==> src/rtl/tt6581_pkg.sv <==
// Shared definitions for the TT6581 SPI register interface: frame layout
// constants and the frame-tracking state machine encoding.
package tt6581_pkg;

    typedef enum logic [1:0] {
        ST_IDLE = 2'd0,
        ST_CMD  = 2'd1,
        ST_DATA = 2'd2,
        ST_DONE = 2'd3
    } spi_state_e;

    localparam int FRAME_LEN    = 16;               // bits per SPI frame
    localparam int ADDR_FIELD_W = 7;                // address field in the frame
    localparam int RW_BIT       = 15;               // 1 = write
    localparam int DATA_W       = 8;                // data byte width
    localparam int CMD_LEN      = FRAME_LEN - DATA_W;
    localparam int BIT_CNT_W    = $clog2(FRAME_LEN + 1);

    // Command byte helper: R/W flag position once only the first byte is in.
    function automatic logic cmd_is_write(input logic [DATA_W-1:0] cmd);
        return cmd[RW_BIT-DATA_W];
    endfunction

endpackage

==> src/rtl/sync_2ff.sv <==
// Two-flop synchronizer for a single asynchronous input bit.
module sync_2ff #(
    parameter logic RST_VAL = 1'b0
) (
    input  logic clk,
    input  logic rst_n,
    input  logic d,
    output logic q
);

    logic meta_r;
    logic sync_r;

    // Double-register the input; reset to the line's idle level.
    always_ff @(posedge clk or negedge rst_n) begin
        if (!rst_n) begin
            meta_r <= RST_VAL;
            sync_r <= RST_VAL;
        end else begin
            meta_r <= d;
            sync_r <= meta_r;
        end
    end

    assign q = sync_r;

endmodule

==> src/rtl/spi_regif.sv <==
// SPI mode-0 slave that turns 16-bit frames into register-bank write strobes
// and, when TT6581_SPI_READBACK_EN is defined, returns register contents on miso.
// Frame: [15] R/W (1 = write), [14:8] address, [7:0] data, MSB first.
module spi_regif
    import tt6581_pkg::*;
#(
    parameter int ADDR_W = 5
) (
    input  logic              clk_i,
    input  logic              rst_ni,
    input  logic              sclk_i,
    input  logic              cs_i,
    input  logic              mosi_i,
    output logic              miso_o,
    output logic              wr_en_o,
    output logic [ADDR_W-1:0] wr_addr_o,
    output logic [7:0]        wr_data_o,
    output logic [ADDR_W-1:0] rd_addr_o,
    input  logic [7:0]        rd_data_i
);

    logic sclk_sync_s, cs_sync_s, mosi_sync_s;
    logic sclk_d_r, cs_d_r;
    logic [1:0] sync_ok_r;
    logic armed_r;
    logic sclk_rise_s, sclk_fall_s, cs_fall_s;

    spi_state_e state_r, next_state_s;
    logic [BIT_CNT_W-1:0] bit_cnt_r;
    logic [FRAME_LEN-2:0] shift_in_r;
    logic [FRAME_LEN-1:0] frame_next_s;
    logic shift_en_s, last_cmd_s, last_data_s;

    logic              wr_en_r;
    logic [ADDR_W-1:0] wr_addr_r;
    logic [7:0]        wr_data_r;
    logic              unused_s;

    sync_2ff #(.RST_VAL(1'b0)) u_sync_sclk (.clk(clk_i), .rst_n(rst_ni), .d(sclk_i), .q(sclk_sync_s));
    sync_2ff #(.RST_VAL(1'b1)) u_sync_cs   (.clk(clk_i), .rst_n(rst_ni), .d(cs_i),   .q(cs_sync_s));
    sync_2ff #(.RST_VAL(1'b0)) u_sync_mosi (.clk(clk_i), .rst_n(rst_ni), .d(mosi_i), .q(mosi_sync_s));

    // Edge history; armed_r only rises once cs has been seen high on real
    // (post-reset) synchronizer data, so a frame in progress at reset release is ignored.
    always_ff @(posedge clk_i or negedge rst_ni) begin
        if (!rst_ni) begin
            sclk_d_r  <= 1'b0;
            cs_d_r    <= 1'b1;
            sync_ok_r <= 2'b00;
            armed_r   <= 1'b0;
        end else begin
            sclk_d_r  <= sclk_sync_s;
            cs_d_r    <= cs_sync_s;
            sync_ok_r <= {sync_ok_r[0], 1'b1};
            armed_r   <= armed_r | (sync_ok_r[1] & cs_sync_s);
        end
    end

    assign sclk_rise_s  = sclk_sync_s & ~sclk_d_r;
    assign sclk_fall_s  = ~sclk_sync_s & sclk_d_r;
    assign cs_fall_s    = armed_r & cs_d_r & ~cs_sync_s;
    assign frame_next_s = {shift_in_r, mosi_sync_s};

    // FSM state register.
    always_ff @(posedge clk_i or negedge rst_ni) begin
        if (!rst_ni) begin
            state_r <= ST_IDLE;
        end else begin
            state_r <= next_state_s;
        end
    end

    // FSM next-state logic; cs high always wins, discarding partial frames.
    always_comb begin
        next_state_s = state_r;
        case (state_r)
            ST_IDLE: if (cs_fall_s)   next_state_s = ST_CMD;
                     else             next_state_s = ST_IDLE;
            ST_CMD:  if (cs_sync_s)   next_state_s = ST_IDLE;
                     else if (last_cmd_s)  next_state_s = ST_DATA;
                     else             next_state_s = ST_CMD;
            ST_DATA: if (cs_sync_s)   next_state_s = ST_IDLE;
                     else if (last_data_s) next_state_s = ST_DONE;
                     else             next_state_s = ST_DATA;
            ST_DONE: if (cs_sync_s)   next_state_s = ST_IDLE;
                     else             next_state_s = ST_DONE;
            default:                  next_state_s = ST_IDLE;
        endcase
    end

    // FSM output decode: which sclk rising edges are accepted and which complete a phase.
    always_comb begin
        shift_en_s  = 1'b0;
        last_cmd_s  = 1'b0;
        last_data_s = 1'b0;
        case (state_r)
            ST_CMD: begin
                shift_en_s = sclk_rise_s & ~cs_sync_s;
                last_cmd_s = shift_en_s & (bit_cnt_r == BIT_CNT_W'(CMD_LEN - 1));
            end
            ST_DATA: begin
                shift_en_s  = sclk_rise_s & ~cs_sync_s;
                last_data_s = shift_en_s & (bit_cnt_r == BIT_CNT_W'(FRAME_LEN - 1));
            end
            default: begin
                shift_en_s  = 1'b0;
                last_cmd_s  = 1'b0;
                last_data_s = 1'b0;
            end
        endcase
    end

    // Bit counter and input shift register; counter clears while idle.
    always_ff @(posedge clk_i or negedge rst_ni) begin
        if (!rst_ni) begin
            bit_cnt_r  <= {BIT_CNT_W{1'b0}};
            shift_in_r <= {(FRAME_LEN-1){1'b0}};
        end else if (state_r == ST_IDLE) begin
            bit_cnt_r  <= {BIT_CNT_W{1'b0}};
        end else if (shift_en_s) begin
            bit_cnt_r  <= bit_cnt_r + BIT_CNT_W'(1);
            shift_in_r <= frame_next_s[FRAME_LEN-2:0];
        end
    end

    // Write strobe: one cycle after the 16th accepted edge of a write frame;
    // address/data are held until the next strobe.
    always_ff @(posedge clk_i or negedge rst_ni) begin
        if (!rst_ni) begin
            wr_en_r   <= 1'b0;
            wr_addr_r <= {ADDR_W{1'b0}};
            wr_data_r <= 8'h00;
        end else begin
            wr_en_r <= 1'b0;
            if (last_data_s && frame_next_s[RW_BIT]) begin
                wr_en_r   <= 1'b1;
                wr_addr_r <= frame_next_s[DATA_W +: ADDR_W];
                wr_data_r <= frame_next_s[DATA_W-1:0];
            end
        end
    end

    assign wr_en_o   = wr_en_r;
    assign wr_addr_o = wr_addr_r;
    assign wr_data_o = wr_data_r;

`ifdef TT6581_SPI_READBACK_EN
    logic              rd_frame_r;
    logic              load_r;
    logic [ADDR_W-1:0] rd_addr_r;
    logic [7:0]        shift_out_r;
    logic              miso_r;

    // Capture the read address and frame direction when the command byte completes.
    always_ff @(posedge clk_i or negedge rst_ni) begin
        if (!rst_ni) begin
            rd_addr_r  <= {ADDR_W{1'b0}};
            rd_frame_r <= 1'b0;
            load_r     <= 1'b0;
        end else if (last_cmd_s) begin
            rd_addr_r  <= frame_next_s[ADDR_W-1:0];
            rd_frame_r <= ~cmd_is_write(frame_next_s[DATA_W-1:0]);
            load_r     <= 1'b1;
        end else begin
            load_r     <= 1'b0;
        end
    end

    // Output shifter: load register data after the command, emit MSB on each
    // sclk falling edge of a read frame's data phase, otherwise hold miso low.
    always_ff @(posedge clk_i or negedge rst_ni) begin
        if (!rst_ni) begin
            shift_out_r <= 8'h00;
            miso_r      <= 1'b0;
        end else if ((state_r != ST_DATA) || !rd_frame_r) begin
            miso_r      <= 1'b0;
        end else if (load_r) begin
            shift_out_r <= rd_data_i;
        end else if (sclk_fall_s) begin
            miso_r      <= shift_out_r[7];
            shift_out_r <= {shift_out_r[6:0], 1'b0};
        end
    end

    assign rd_addr_o = rd_addr_r;
    assign miso_o    = miso_r;
    assign unused_s  = ^frame_next_s;
`else
    // Readback not built: read frames run through the FSM and are dropped.
    assign rd_addr_o = {ADDR_W{1'b0}};
    assign miso_o    = 1'b0;
    assign unused_s  = ^{rd_data_i, sclk_fall_s, frame_next_s};
`endif

endmodule

==> config.mk <==
export PLATFORM = sky130hd
export DESIGN_NAME = spi_regif
export DESIGN_NICKNAME = d
export VERILOG_FILES = /design/src/rtl/tt6581_pkg.sv /design/src/rtl/sync_2ff.sv /design/src/rtl/spi_regif.sv
export SDC_FILE = /design/constraint.sdc
export NUM_CORES = 1
export LEC_CHECK = 0
export BUFFER_PORTS_ARGS = -buffer_cell sky130_fd_sc_hd__buf_2
export CAP_MARGIN = 20
export CORE_MARGIN = 5
export CORE_UTILIZATION = 35
export CTS_CLUSTER_SIZE = 16
export DETAILED_ROUTE_END_ITERATION = 8
export GPL_TIMING_DRIVEN = 0
export PLACE_DENSITY = 0.64
export RECOVER_POWER = 25
export REMOVE_ABC_BUFFERS = 1
export SLEW_MARGIN = 10
export SYNTH_ARGS = -nofsm -noshare
export SYNTH_HDL_FRONTEND = slang
export SYNTH_HIERARCHICAL = 1
export SYNTH_SLANG_ARGS = --single-unit
==> constraint.sdc <==
create_clock -name clk_i -period 2.02 [get_ports clk_i]
set_input_delay 0.202 -clock clk_i [delete_from_list [all_inputs] [get_ports clk_i]]
set_output_delay 0.202 -clock clk_i [all_outputs]
set_load 0.01 [all_outputs]
==> metrics.log <==
INFO  metric dieHeight = 83.3 um
INFO  metric fillers = 472
INFO  metric power_density = 728 nW/um^2
INFO  metric regToRegEndpoint = wr_data_o[2]
INFO  metric postSynthRegisterBits = 47
INFO  metric top_level_ports = 33
INFO  metric antenna_cells_inserted = 0
INFO  metric synth.lib_cells_used.distinct = 30
INFO  metric detail_route.wirelength = 3230 um
INFO  metric vias_per_cell = 4.67
INFO  metric final.setup.worst_slack = 0.116 ns
INFO  metric grt.met1_usage = 11.6%
INFO  metric mapped_cells = 128
INFO  metric worst-setup-path-type = reg2reg
INFO  metric wire_per_inst = 14.5 um
INFO  metric sequential_to_total_area_share_from_yosys_stat = 62.8%
INFO  metric grt_overflow_total = 0
INFO  metric drtAntennaViolNets = 0
INFO  metric worst_path_max_delay_cell = dfrtp_1
INFO  metric critPathLaunchType = flop
INFO  metric clock_tree_buf_depth = 2
INFO  metric critPathLaunch = bit_cnt_r[0]
INFO  metric worst_path_largest_cell_delay = 0.40 ns
INFO  metric crit-reg2reg-launch = bit_cnt_r[0]
INFO  metric period_share = 94.2%
INFO  metric groute.layer.met2.usage = 15.3%
INFO  metric total_number_of_yosys_warnings = 6
INFO  metric grt_start_max_net_pins = 48
INFO  metric full_die_area = 6930 sq um
INFO  metric initial_antenna_violation_count = 0
INFO  metric grt_usage = 9.78%
INFO  metric die_x = 83.3 um
INFO  metric irDropWorstVdd = 304 uV
INFO  metric final_cell_mix = 44 x dfrtp_1, 18 x mux2_2, 17 x buf_2, 11 x mux2_1, 7 x conb_1
INFO  metric cts.root.buffer_cell = clkbuf_8
INFO  metric worstSetupEndpoint = wr_data_o[2]
INFO  metric start_util = 36.3%
INFO  metric critical_path.endpoint_type = flop
INFO  metric arrival = 2.09 ns
INFO  metric buffer_ports.inserted = 18
INFO  metric maximum_achievable_frequency = 525 MHz
INFO  metric period_needed = 1.90 ns
INFO  metric worstMarginPinSlew = 1.06 ns
INFO  metric critical_path_required = 2.20 ns
INFO  metric fraction_of_final_layout_cells_with_drive_strength_greater_than_1 = 35.3%
INFO  metric cts_num_sinks = 47
INFO  metric final-max-slew-violation-count = 0
INFO  metric fin_worst_skew = 0.00454 ns
INFO  metric cts-buffers-inserted = 5
INFO  metric timing.final.setup_violations = 0
INFO  metric clkTransAtPathRegs = 0.08 ns
INFO  metric crit_path_cell_trace = ha_2 > and3_1 > ha_1 > nor2b_4 > and4_4 > mux2_2
INFO  metric detail_route.drc_violations = 0
INFO  metric status = complete, no violations
INFO  metric wire_length_of_the_first_global_routing_pass = 5480 um
INFO  metric timing.hold.worst.class = in2reg
INFO  metric critical_path_peak_fanout = 7
INFO  metric mappedNetlistArea = 1880 sq um
INFO  metric rrSetupSlack = 0.12 ns
INFO  metric grt.met3_usage = 4.55%
INFO  metric clock_latency = 0.29 ns
INFO  metric number_of_global_route_vias_before_repair = 1152
INFO  metric max_cap_violations = 0
INFO  metric hold-path-cell-count = 1
INFO  metric report.final.hold_viol_count = 0
INFO  metric fp.coreArea = 5170 sq um
INFO  metric cts_tree = done
INFO  metric cts_max_level = 2
INFO  metric place_worst_setup_slack = -0.862 ns
INFO  metric total_leakage_power = 1.10 nW
INFO  metric drt_pass1_iterations = 4
INFO  metric grt.busiest_layer = met2
INFO  metric gp_routability_congestion = 0.722
INFO  metric totalNegativeSetupSlack = 0 ns
INFO  metric areaGrowthSynthToFinish = 15.8%
INFO  metric placementRows = 26
INFO  metric syn-mean-instance-area = 14.7 sq um
INFO  metric nets = 172
INFO  metric route.vias.total = 1042
INFO  metric reg2reg_depth = 6
INFO  metric mostFrequentLayoutCell = dfrtp_1
INFO  metric initialDrtViolationCount = 20
INFO  metric rsz0062_at_grt = false
INFO  metric slew-limit-headroom = 29.6%
INFO  metric hpwlAfterDp = 1940 um
-- state kept, by name (all words and copies together) (netlist names) --
name,flops
armed_r,1
bit_cnt_r,5
cs_d_r,1
sclk_d_r,1
shift_in_r,15
state_r,2
sync_ok_r,2
u_sync_cs/meta_r,1
u_sync_cs/q,1
u_sync_mosi/meta_r,1
u_sync_mosi/q,1
u_sync_sclk/meta_r,1
u_sync_sclk/q,1
wr_addr_o,5
wr_data_o,8
wr_en_o,1
-- where the power goes --
group / switching, mW / leakage, nW / internal (mW)
Sequential: 0.0127 / 0.623 / 0.959
Clock: 0.303 / 0.0440 / 0.237
Combinational: 0.0444 / 0.436 / 0.0287
-- repair_timing --
| action | CTS | global route |
|---|---|---|
| hold buffers | 2 | 1 |
| gates cloned | 0 | 1 |
| hold endpoints to repair | 2 | 15 |
| buffers inserted | 2 | 0 |
| pin swaps | 1 | 1 |
| resized for setup | 6 | 4 |
| endpoints found under the setup margin | 33 | 13 |
-- synth_stat cells --
cell | count | area (sq um)
nor2b_1 | 3 | 18.8
nor4b_1 | 1 | 8.76
a21oi_1 | 2 | 10.0
nor2_1 | 5 | 18.8
buf_2 | 1 | 5.00
a311oi_1 | 1 | 8.76
clkbuf_1 | 1 | 3.75
a41o_1 | 1 | 10.0
and3_1 | 1 | 6.26
nand2_1 | 1 | 3.75
and4_1 | 1 | 8.76
ha_1 | 6 | 75.1
dfrtp_1 | 44 | 1100
a211oi_1 | 1 | 7.51
conb_1 | 2 | 7.51
and2b_1 | 1 | 7.51
buf_4 | 9 | 67.6
buf_6 | 1 | 11.3
mux2_2 | 18 | 203
a21o_1 | 1 | 7.51
mux2_1 | 11 | 124
xnor2_1 | 1 | 8.76
inv_1 | 4 | 15.0
a31o_2 | 1 | 8.76
a221oi_1 | 1 | 8.76
nand2b_1 | 2 | 12.5
nand4_1 | 2 | 12.5
mux2i_1 | 1 | 10.0
dfstp_2 | 3 | 78.8
nor4bb_1 | 1 | 10.0
-- how the worst min path moves through the flow --
stage / slack, ns / end / startpoint
2_1_floorplan: -0.09 / armed_r / rst_ni
3_3_place_gp: 0.31 / u_sync_cs/meta_r / cs_i
3_5_place_dp: 0.31 / u_sync_cs/meta_r / cs_i
4_1_cts: 0.003 / u_sync_sclk/meta_r / sclk_i
5_1_grt: 0.008 / u_sync_sclk/meta_r / sclk_i
6_report: 0.01 / u_sync_sclk/meta_r / sclk_i
-- cell families after synthesis --
logic type	synth area share [%]
flops	62.8
mux	17.9
simple gates	5.73
buf+inv	5.46
compound gates	3.26
fa+ha+maj	3.99
other cells	0.400
xor+xnor	0.466
-- critical path: cells and delay by family (launching register included) --
kind	cells	cell delay, ns
adder cells (fa/ha/maj)	2	0.37
flip-flops	1	0.40
multiplexers	1	0.36
AND/OR/NAND/NOR	3	0.66
-- routing by layer --
layer,part of all wire (%),vias up
met5,0,-
met4,1.8,0
met3,5.9,7
met2,47,26
met1,45,534
li1,-,475
-- stage by stage --
| stage | instances | area, sq um | power, mW | hold slack [ns] | utilization (%) |
|---|---|---|---|---|---|
| 2_1_floorplan | 121 | 1810 | 1.02 | -0.0936 | - |
| 3_3_place_gp | 209 | 1990 | 1.04 | 0.311 | 38.4 |
| 3_5_place_dp | 209 | 1990 | 1.05 | 0.311 | 38.4 |
| 4_1_cts | 220 | 2130 | 1.61 | 0.00278 | 41.1 |
| 5_1_grt | 223 | 2180 | 1.66 | 0.00769 | 42.1 |
| 6_report | 223 | 2180 | 1.58 | 0.0127 | 42.1 |
-- layout make-up --
type	count	area, sq um	area share [%]
timing repair buffer	24	154	7.07
clock buffer	5	68.8	3.16
clock inverter	2	13.8	0.633
sequential	47	1180	54.2
multi-input combinational	71	657	30.2
tap	70	87.6	4.03
inverter	4	15.0	0.690
Power figures use the tool's default switching activity.
